### config.mk
export PLATFORM = sky130hd
export DESIGN_NAME = dec_trigger_ctl
export DESIGN_NICKNAME = d
export VERILOG_FILES = /design/src/rtl/swerv_types.sv /design/src/rtl/dec_trig_chain.sv /design/src/rtl/dec_trigger_ctl.sv
export SDC_FILE = /design/constraint.sdc
export NUM_CORES = 1
export LEC_CHECK = 0
export ABC_AREA = 1
export CAP_MARGIN = 15
export CORE_AREA = 2 2 174 176
export CTS_BUF_LIST = sky130_fd_sc_hd__clkbuf_16
export CTS_CLUSTER_DIAMETER = 120
export CTS_CLUSTER_SIZE = 8
export DETAILED_ROUTE_END_ITERATION = 10
export DIE_AREA = 0 0 176 178
export PLACE_DENSITY = 0.78
export SETUP_SLACK_MARGIN = 0.1
export SLEW_MARGIN = 40
export SYNTH_ARGS = -nofsm -noshare
export SYNTH_HDL_FRONTEND = slang
export SYNTH_SLANG_ARGS = --single-unit
### constraint.sdc
create_clock -name clk -period 2.6 [get_ports clk]
set_input_delay 0.26 -clock clk [delete_from_list [all_inputs] [get_ports clk]]
set_output_delay 0.26 -clock clk [all_outputs]
set_load 0.01 [all_outputs]
### src/rtl/swerv_types.sv
// Shared trigger types: the packet driven into the decode PC-match datapath,
// the stored per-trigger tdata1 fields, and the tdata1 bit map / CSR address codes.
package swerv_types;
    localparam int NTRIG = 4;
    localparam int TDW   = 64;

    typedef struct packed {
        logic           select;
        logic           match;
        logic           execute;
        logic           m;
        logic [TDW-1:0] tdata2;
    } trigger_pkt_t;

    typedef struct packed {
        logic dmode;
        logic hit;
        logic select;
        logic action;
        logic chain;
        logic match;
        logic m;
        logic execute;
    } trig_cfg_t;

    typedef enum logic {TRIG_IDLE, TRIG_PEND} trig_state_t;

    localparam logic [3:0] TDATA1_TYPE = 4'd2;
    localparam int T1_TYPE_LSB = 60;
    localparam int T1_DMODE    = 59;
    localparam int T1_HIT      = 20;
    localparam int T1_SELECT   = 19;
    localparam int T1_ACTION   = 12;
    localparam int T1_CHAIN    = 11;
    localparam int T1_MATCH    = 7;
    localparam int T1_M        = 6;
    localparam int T1_EXECUTE  = 2;

    localparam logic [1:0] CSR_TSELECT = 2'd0;
    localparam logic [1:0] CSR_TDATA1  = 2'd1;
    localparam logic [1:0] CSR_TDATA2  = 2'd2;

    function automatic logic [TDW-1:0] tdata1_pack(input trig_cfg_t c);
        logic [TDW-1:0] r;
        r = '0;
        r[T1_TYPE_LSB +: 4] = TDATA1_TYPE;
        r[T1_DMODE]   = c.dmode;
        r[T1_HIT]     = c.hit;
        r[T1_SELECT]  = c.select;
        r[T1_ACTION]  = c.action;
        r[T1_CHAIN]   = c.chain;
        r[T1_MATCH]   = c.match;
        r[T1_M]       = c.m;
        r[T1_EXECUTE] = c.execute;
        return r;
    endfunction
endpackage

### src/rtl/dec_trig_chain.sv
// Per-slot trigger resolution: gate raw matches with slot valid, then apply
// pairwise chaining on (0,1) and (2,3).
module dec_trig_chain
    import swerv_types::*;
(
    input  logic [NTRIG-1:0]   match,
    input  logic               valid,
    input  logic [NTRIG/2-1:0] pair_chain,
    output logic [NTRIG-1:0]   fired
);
    logic [NTRIG-1:0] raw;

    assign raw = match & {NTRIG{valid}};

    for (genvar k = 0; k < NTRIG/2; k++) begin : g_pair
        logic both;
        assign both = raw[2*k] & raw[2*k+1];
        // a chained pair fires as a unit or not at all
        assign fired[2*k+1:2*k] = pair_chain[k] ? {2{both}} : raw[2*k+1:2*k];
    end
endmodule

### src/rtl/dec_trigger_ctl.sv
// Debug trigger CSRs, trigger packet to the PC-match datapath, and the
// hit-capture / TLU request handshake.
module dec_trigger_ctl
    import swerv_types::*;
(
    input  logic                     clk,
    input  logic                     rst_l,
    input  logic                     csr_wr_en,
    input  logic [1:0]               csr_wr_addr,
    input  logic [TDW-1:0]           csr_wr_data,
    input  logic [1:0]               csr_rd_addr,
    output logic [TDW-1:0]           csr_rd_data,
    input  logic                     dbg_mode,
    output trigger_pkt_t [NTRIG-1:0] trigger_pkt_any,
    input  logic [NTRIG-1:0]         i0_trigger_match_d,
    input  logic [NTRIG-1:0]         i1_trigger_match_d,
    input  logic                     i0_valid_d,
    input  logic                     i1_valid_d,
    output logic                     trig_req,
    output logic                     trig_action,
    output logic                     trig_slot,
    output logic [NTRIG-1:0]         trig_fired,
    input  logic                     trig_ack
);
    trig_state_t                   state_q, state_d;
    logic [1:0]                    tselect_q, tselect_d;
    trig_cfg_t [NTRIG-1:0]         cfg_q, cfg_d;
    logic [NTRIG-1:0][TDW-1:0]     tdata2_q, tdata2_d;
    trigger_pkt_t [NTRIG-1:0]      pkt_q, pkt_d;
    logic                          action_q, action_d;
    logic                          slot_q, slot_d;
    logic [NTRIG-1:0]              fired_q, fired_d;

    logic [NTRIG/2-1:0] pair_chain;
    logic [NTRIG-1:0]   action_vec;
    logic [NTRIG-1:0]   fired_i0, fired_i1, fired_sel;
    logic               capture;
    logic               wr_blocked;
    logic               new_dmode;

    always_comb begin
        pair_chain = '0;
        action_vec = '0;
        for (int k = 0; k < NTRIG/2; k++) pair_chain[k] = cfg_q[2*k].chain;
        for (int i = 0; i < NTRIG; i++) action_vec[i] = cfg_q[i].action;
    end

    dec_trig_chain u_chain_i0 (
        .match      (i0_trigger_match_d),
        .valid      (i0_valid_d),
        .pair_chain (pair_chain),
        .fired      (fired_i0)
    );

    dec_trig_chain u_chain_i1 (
        .match      (i1_trigger_match_d),
        .valid      (i1_valid_d),
        .pair_chain (pair_chain),
        .fired      (fired_i1)
    );

    // i0 is older; any i0 fire hides i1 for this cycle
    assign fired_sel = (|fired_i0) ? fired_i0 : fired_i1;

    always_comb begin
        state_d  = state_q;
        action_d = action_q;
        slot_d   = slot_q;
        fired_d  = fired_q;
        capture  = 1'b0;
        case (state_q)
            TRIG_IDLE: begin
                if ((|fired_sel) && !dbg_mode) begin
                    capture  = 1'b1;
                    state_d  = TRIG_PEND;
                    slot_d   = ~(|fired_i0);
                    fired_d  = fired_sel;
                    action_d = |(fired_sel & action_vec);
                end
            end
            TRIG_PEND: begin
                if (trig_ack) state_d = TRIG_IDLE;
            end
            default: state_d = TRIG_IDLE;
        endcase
    end

    assign wr_blocked = cfg_q[tselect_q].dmode & ~dbg_mode;

    always_comb begin
        tselect_d = tselect_q;
        cfg_d     = cfg_q;
        tdata2_d  = tdata2_q;
        new_dmode = cfg_q[tselect_q].dmode;
        if (csr_wr_en) begin
            case (csr_wr_addr)
                CSR_TSELECT: tselect_d = csr_wr_data[1:0];
                CSR_TDATA1: begin
                    if (!wr_blocked) begin
                        if (dbg_mode) new_dmode = csr_wr_data[T1_DMODE];
                        cfg_d[tselect_q].dmode   = new_dmode;
                        cfg_d[tselect_q].hit     = csr_wr_data[T1_HIT];
                        cfg_d[tselect_q].select  = csr_wr_data[T1_SELECT];
                        cfg_d[tselect_q].action  = csr_wr_data[T1_ACTION] & new_dmode;
                        cfg_d[tselect_q].chain   = csr_wr_data[T1_CHAIN] & ~tselect_q[0];
                        cfg_d[tselect_q].match   = csr_wr_data[T1_MATCH];
                        cfg_d[tselect_q].m       = csr_wr_data[T1_M];
                        cfg_d[tselect_q].execute = csr_wr_data[T1_EXECUTE];
                    end
                end
                CSR_TDATA2: if (!wr_blocked) tdata2_d[tselect_q] = csr_wr_data;
                default: ;
            endcase
        end
        // hit capture is applied after the write so a set is never lost
        for (int i = 0; i < NTRIG; i++)
            cfg_d[i].hit = cfg_d[i].hit | (capture & fired_sel[i]);
    end

    always_comb begin
        pkt_d = '0;
        for (int i = 0; i < NTRIG; i++) begin
            pkt_d[i].select  = cfg_d[i].select;
            pkt_d[i].match   = cfg_d[i].match;
            pkt_d[i].execute = cfg_d[i].execute & ~dbg_mode;
            pkt_d[i].m       = cfg_d[i].m;
            pkt_d[i].tdata2  = tdata2_d[i];
        end
    end

    always_comb begin
        case (csr_rd_addr)
            CSR_TSELECT: csr_rd_data = {{(TDW-2){1'b0}}, tselect_q};
            CSR_TDATA1:  csr_rd_data = tdata1_pack(cfg_q[tselect_q]);
            CSR_TDATA2:  csr_rd_data = tdata2_q[tselect_q];
            default:     csr_rd_data = '0;
        endcase
    end

    always_ff @(posedge clk or negedge rst_l) begin
        if (!rst_l) begin
            state_q   <= TRIG_IDLE;
            tselect_q <= '0;
            cfg_q     <= '0;
            tdata2_q  <= '0;
            pkt_q     <= '0;
            action_q  <= 1'b0;
            slot_q    <= 1'b0;
            fired_q   <= '0;
        end else begin
            state_q   <= state_d;
            tselect_q <= tselect_d;
            cfg_q     <= cfg_d;
            tdata2_q  <= tdata2_d;
            pkt_q     <= pkt_d;
            action_q  <= action_d;
            slot_q    <= slot_d;
            fired_q   <= fired_d;
        end
    end

    assign trigger_pkt_any = pkt_q;
    assign trig_req        = (state_q == TRIG_PEND);
    assign trig_action     = action_q;
    assign trig_slot       = slot_q;
    assign trig_fired      = fired_q;
endmodule

==> flow_summary.yaml <==
status:
  status: "complete, no violations"
timing:
  hold_viol_final: 0
  max_freq_mhz: 401
  timing.hold.ws_ns: 0.287
  finalSetupTns_ns: 0
  max_slew_margin_pct: 62.9
  setup_violations: 0
  fin_crit_ns: 2.49
  final_max_slew_viol_count: 0
  finalClockSkew_ns: 0.0141
  finalCritPeriodShare_pct: 95.8
  layout_setup_ws_ns: 0.108
  rsz0062_at_grt: "yes"
  tightest_slew_ns: 0.557
yosys:
  yosysWarnings: 0
  syn-cell-area_sq_um: 13000
  synthCells: 1423
  syn_area_per_cell_sq_um: 9.16
  ys_seq_elements: 301
  synth-seq-area-share_pct: 57.8
  yosys.cell_types.count: 26
  syn_nets: 1506
worst_setup_path:
  cp-end-kind: "primary output"
  worstPathArrival_ns: 2.23
  criticalPathCategory: "register to primary output"
  slowest_delay_ns: 0.49
  cp_num_buf_inv: 4
  crit_chain: "inv_4, nor2_4, buf_12, buf_16, a22oi_1, a21oi_1, dlygate4sd2_1"
  crit_fanout: 28
  critPathLaunchType: "register"
  cp_data_required_time_ns: 2.34
  crit_slowest_cell: "dfrtp_2"
  path_delay_family: "buffers and inverters"
die:
  core_area_sq_um: 29400
  die_h_microns: 178
  die_area_sq_um: 31300
  num_io_pins: 426
  die_x_microns: 176
  rows: 63
  start_util_pct: 44.4
route:
  vias_per_cell: 5.61
  drc: 0
  ant_nets: 0
  wl_per_cell_microns: 21.5
  detail_route.iter0.violations: 1196
  dr.pass1.iters: 5
  wirelength_microns: 48000
  vias: 12533
global_routing:
  grt_pass1_vias: 12433
  grt_pass1_wl_microns: 72100
  grt_overflow: 0
  antenna_found_initial: 0
  grt_max_degree: 105
  grtUsageTotal_pct: 29.7
layout:
  multiInputGateArea_sq_um: 4600
  fill_cells: 2351
  drive_gt1_share_pct: 7.38
  syn2layout_area_growth_pct: 47.3
  register_area_sq_um: 7530
  n_antenna_cell: 0
  layout_common_cells: "367 x nand2_1, 360 x clkdlybuf4s50_1, 299 x dfrtp_1"
  final_common_cell: "nand2_1"
  finalNetCount: 1924
  fin_util_pct: 65.3
  final_cell_count_no_fill: 2233
job:
  cap_viol_max_count: 0
power:
  p_sw_share_pct: 34.7
  share_comb_of_total_power_pct: 37.0
  p_leak_nw: 8.88
  peakVddDrop_v: 0.000591
  seq_power_share_pct: 39.2
  power.density_nw_per_um2: 1060
  power_switching_mw: 7.09
  p_clk_share_pct: 23.8
  internal_power_mw: 13.4
placement:
  pre_cts_slack_ns: 0.109
  place_congestion: 0.910
  dp_hpwl_microns: 32000
  portBuffers: 425
  place_inst: 2166
clock_tree:
  cts-root-buf: "clkbuf_16"
  cts_tree: "yes"
  cts_sinks: 301
  cts_buffers: 43
  clock_latency_ns: 0.52
  path_clk_slew_ns: 0.05
  cts-htree-levels: 2
  cts_buffer_depth: 3
hold_path:
  holdCritPathClass: "primary input to async pin"
## Yosys cell counts (all sizes together)
cell type	count	area (sq um)
nand2	369	1390
dfrtp	301	7530
o21ai	297	1490
a22oi	132	991
inv	105	394
buf	88	534
a21oi	65	325
clkbuf	21	78.8
nor2	17	88.8
a21o	7	52.6
nand3	6	50.1
a22o	4	35.0
nand4	4	25.0
nor3	2	10.0
o221ai	2	17.5
a21boi	1	7.51
clkinv	1	3.75
o2111ai	1	15.0
## state kept, by name (all words and copies together) (netlist names)
register         cells
action_vec           4
tselect_q            2
cfg_q               16
trig_slot            1
trig_action          1
trigger_pkt_any    272
trig_req             1
trig_fired           4
## metal layers
metal  part of all wire (%)  global-route usage, %  up-vias
met4                    3.9                   10.2        0
met5                      0                      0        -
met3                    9.1                   6.78      134
li1                       -                      -     5610
met2                     49                   50.5      710
met1                     38                   37.6     6079
## logic make-up after synthesis
group | Yosys count | share of synthesized area [%]
compound gates | 509 | 22.5
buf+inv | 215 | 7.75
flops | 301 | 57.8
simple gates | 398 | 12.0
## worst paths after layout
check	from	end	slack [ns]	cells past startpoint
setup / recovery	tselect_q[0]	csr_rd_data[63]	0.11	7
hold / removal	rst_l	trigger_pkt_any[155]	0.29	2
setup reg to reg	tselect_q[0]	trigger_pkt_any[58]	0.25	10
hold reg to reg	cfg_q[7]	cfg_q[7]	0.50	1
max in group asynchronous	rst_l	trigger_pkt_any[51]	1.50	3
min in group clk	trig_ack	trig_req	0.33	2
## stage by stage
step / power (mW) / instance area, sq um
floorplan: 10.5 / 13000
global route: 21.4 / 19200
finish: 20.4 / 19200
CTS: 20.3 / 19000
global placement: 15.1 / 17700
detailed placement: 15.3 / 17700
## final cells by class
class,count,share of cell area [%]
Sequential cell,301,39.2
Timing Repair Buffer,482,26.3
Multi-Input combinational cell,907,24.0
Clock buffer,44,5.73
Tap cell,390,2.54
Inverter,106,2.10
Clock inverter,3,0.156
## timing repair
item | 4_1_cts | 5_1_grt
pin swaps | 2 | 3
endpoints found under the hold margin | 59 | 0
setup endpoints to repair | 64 | 13
gates cloned | 2 | 4
resized for setup | 86 | 17
setup buffers | 7 | 6
hold buffers | 1 | 0
## power by group through the flow
stage	sequential [mW]	clock, mW	combinational, mW
after floorplan	8.16	0	2.32
after global placement	7.93	0	7.19
after detailed placement	7.95	0	7.33
after CTS	7.95	4.92	7.44
after global routing	8.18	5.13	8.12
final	8.01	4.87	7.56
(Power assumes the default switching activity.)
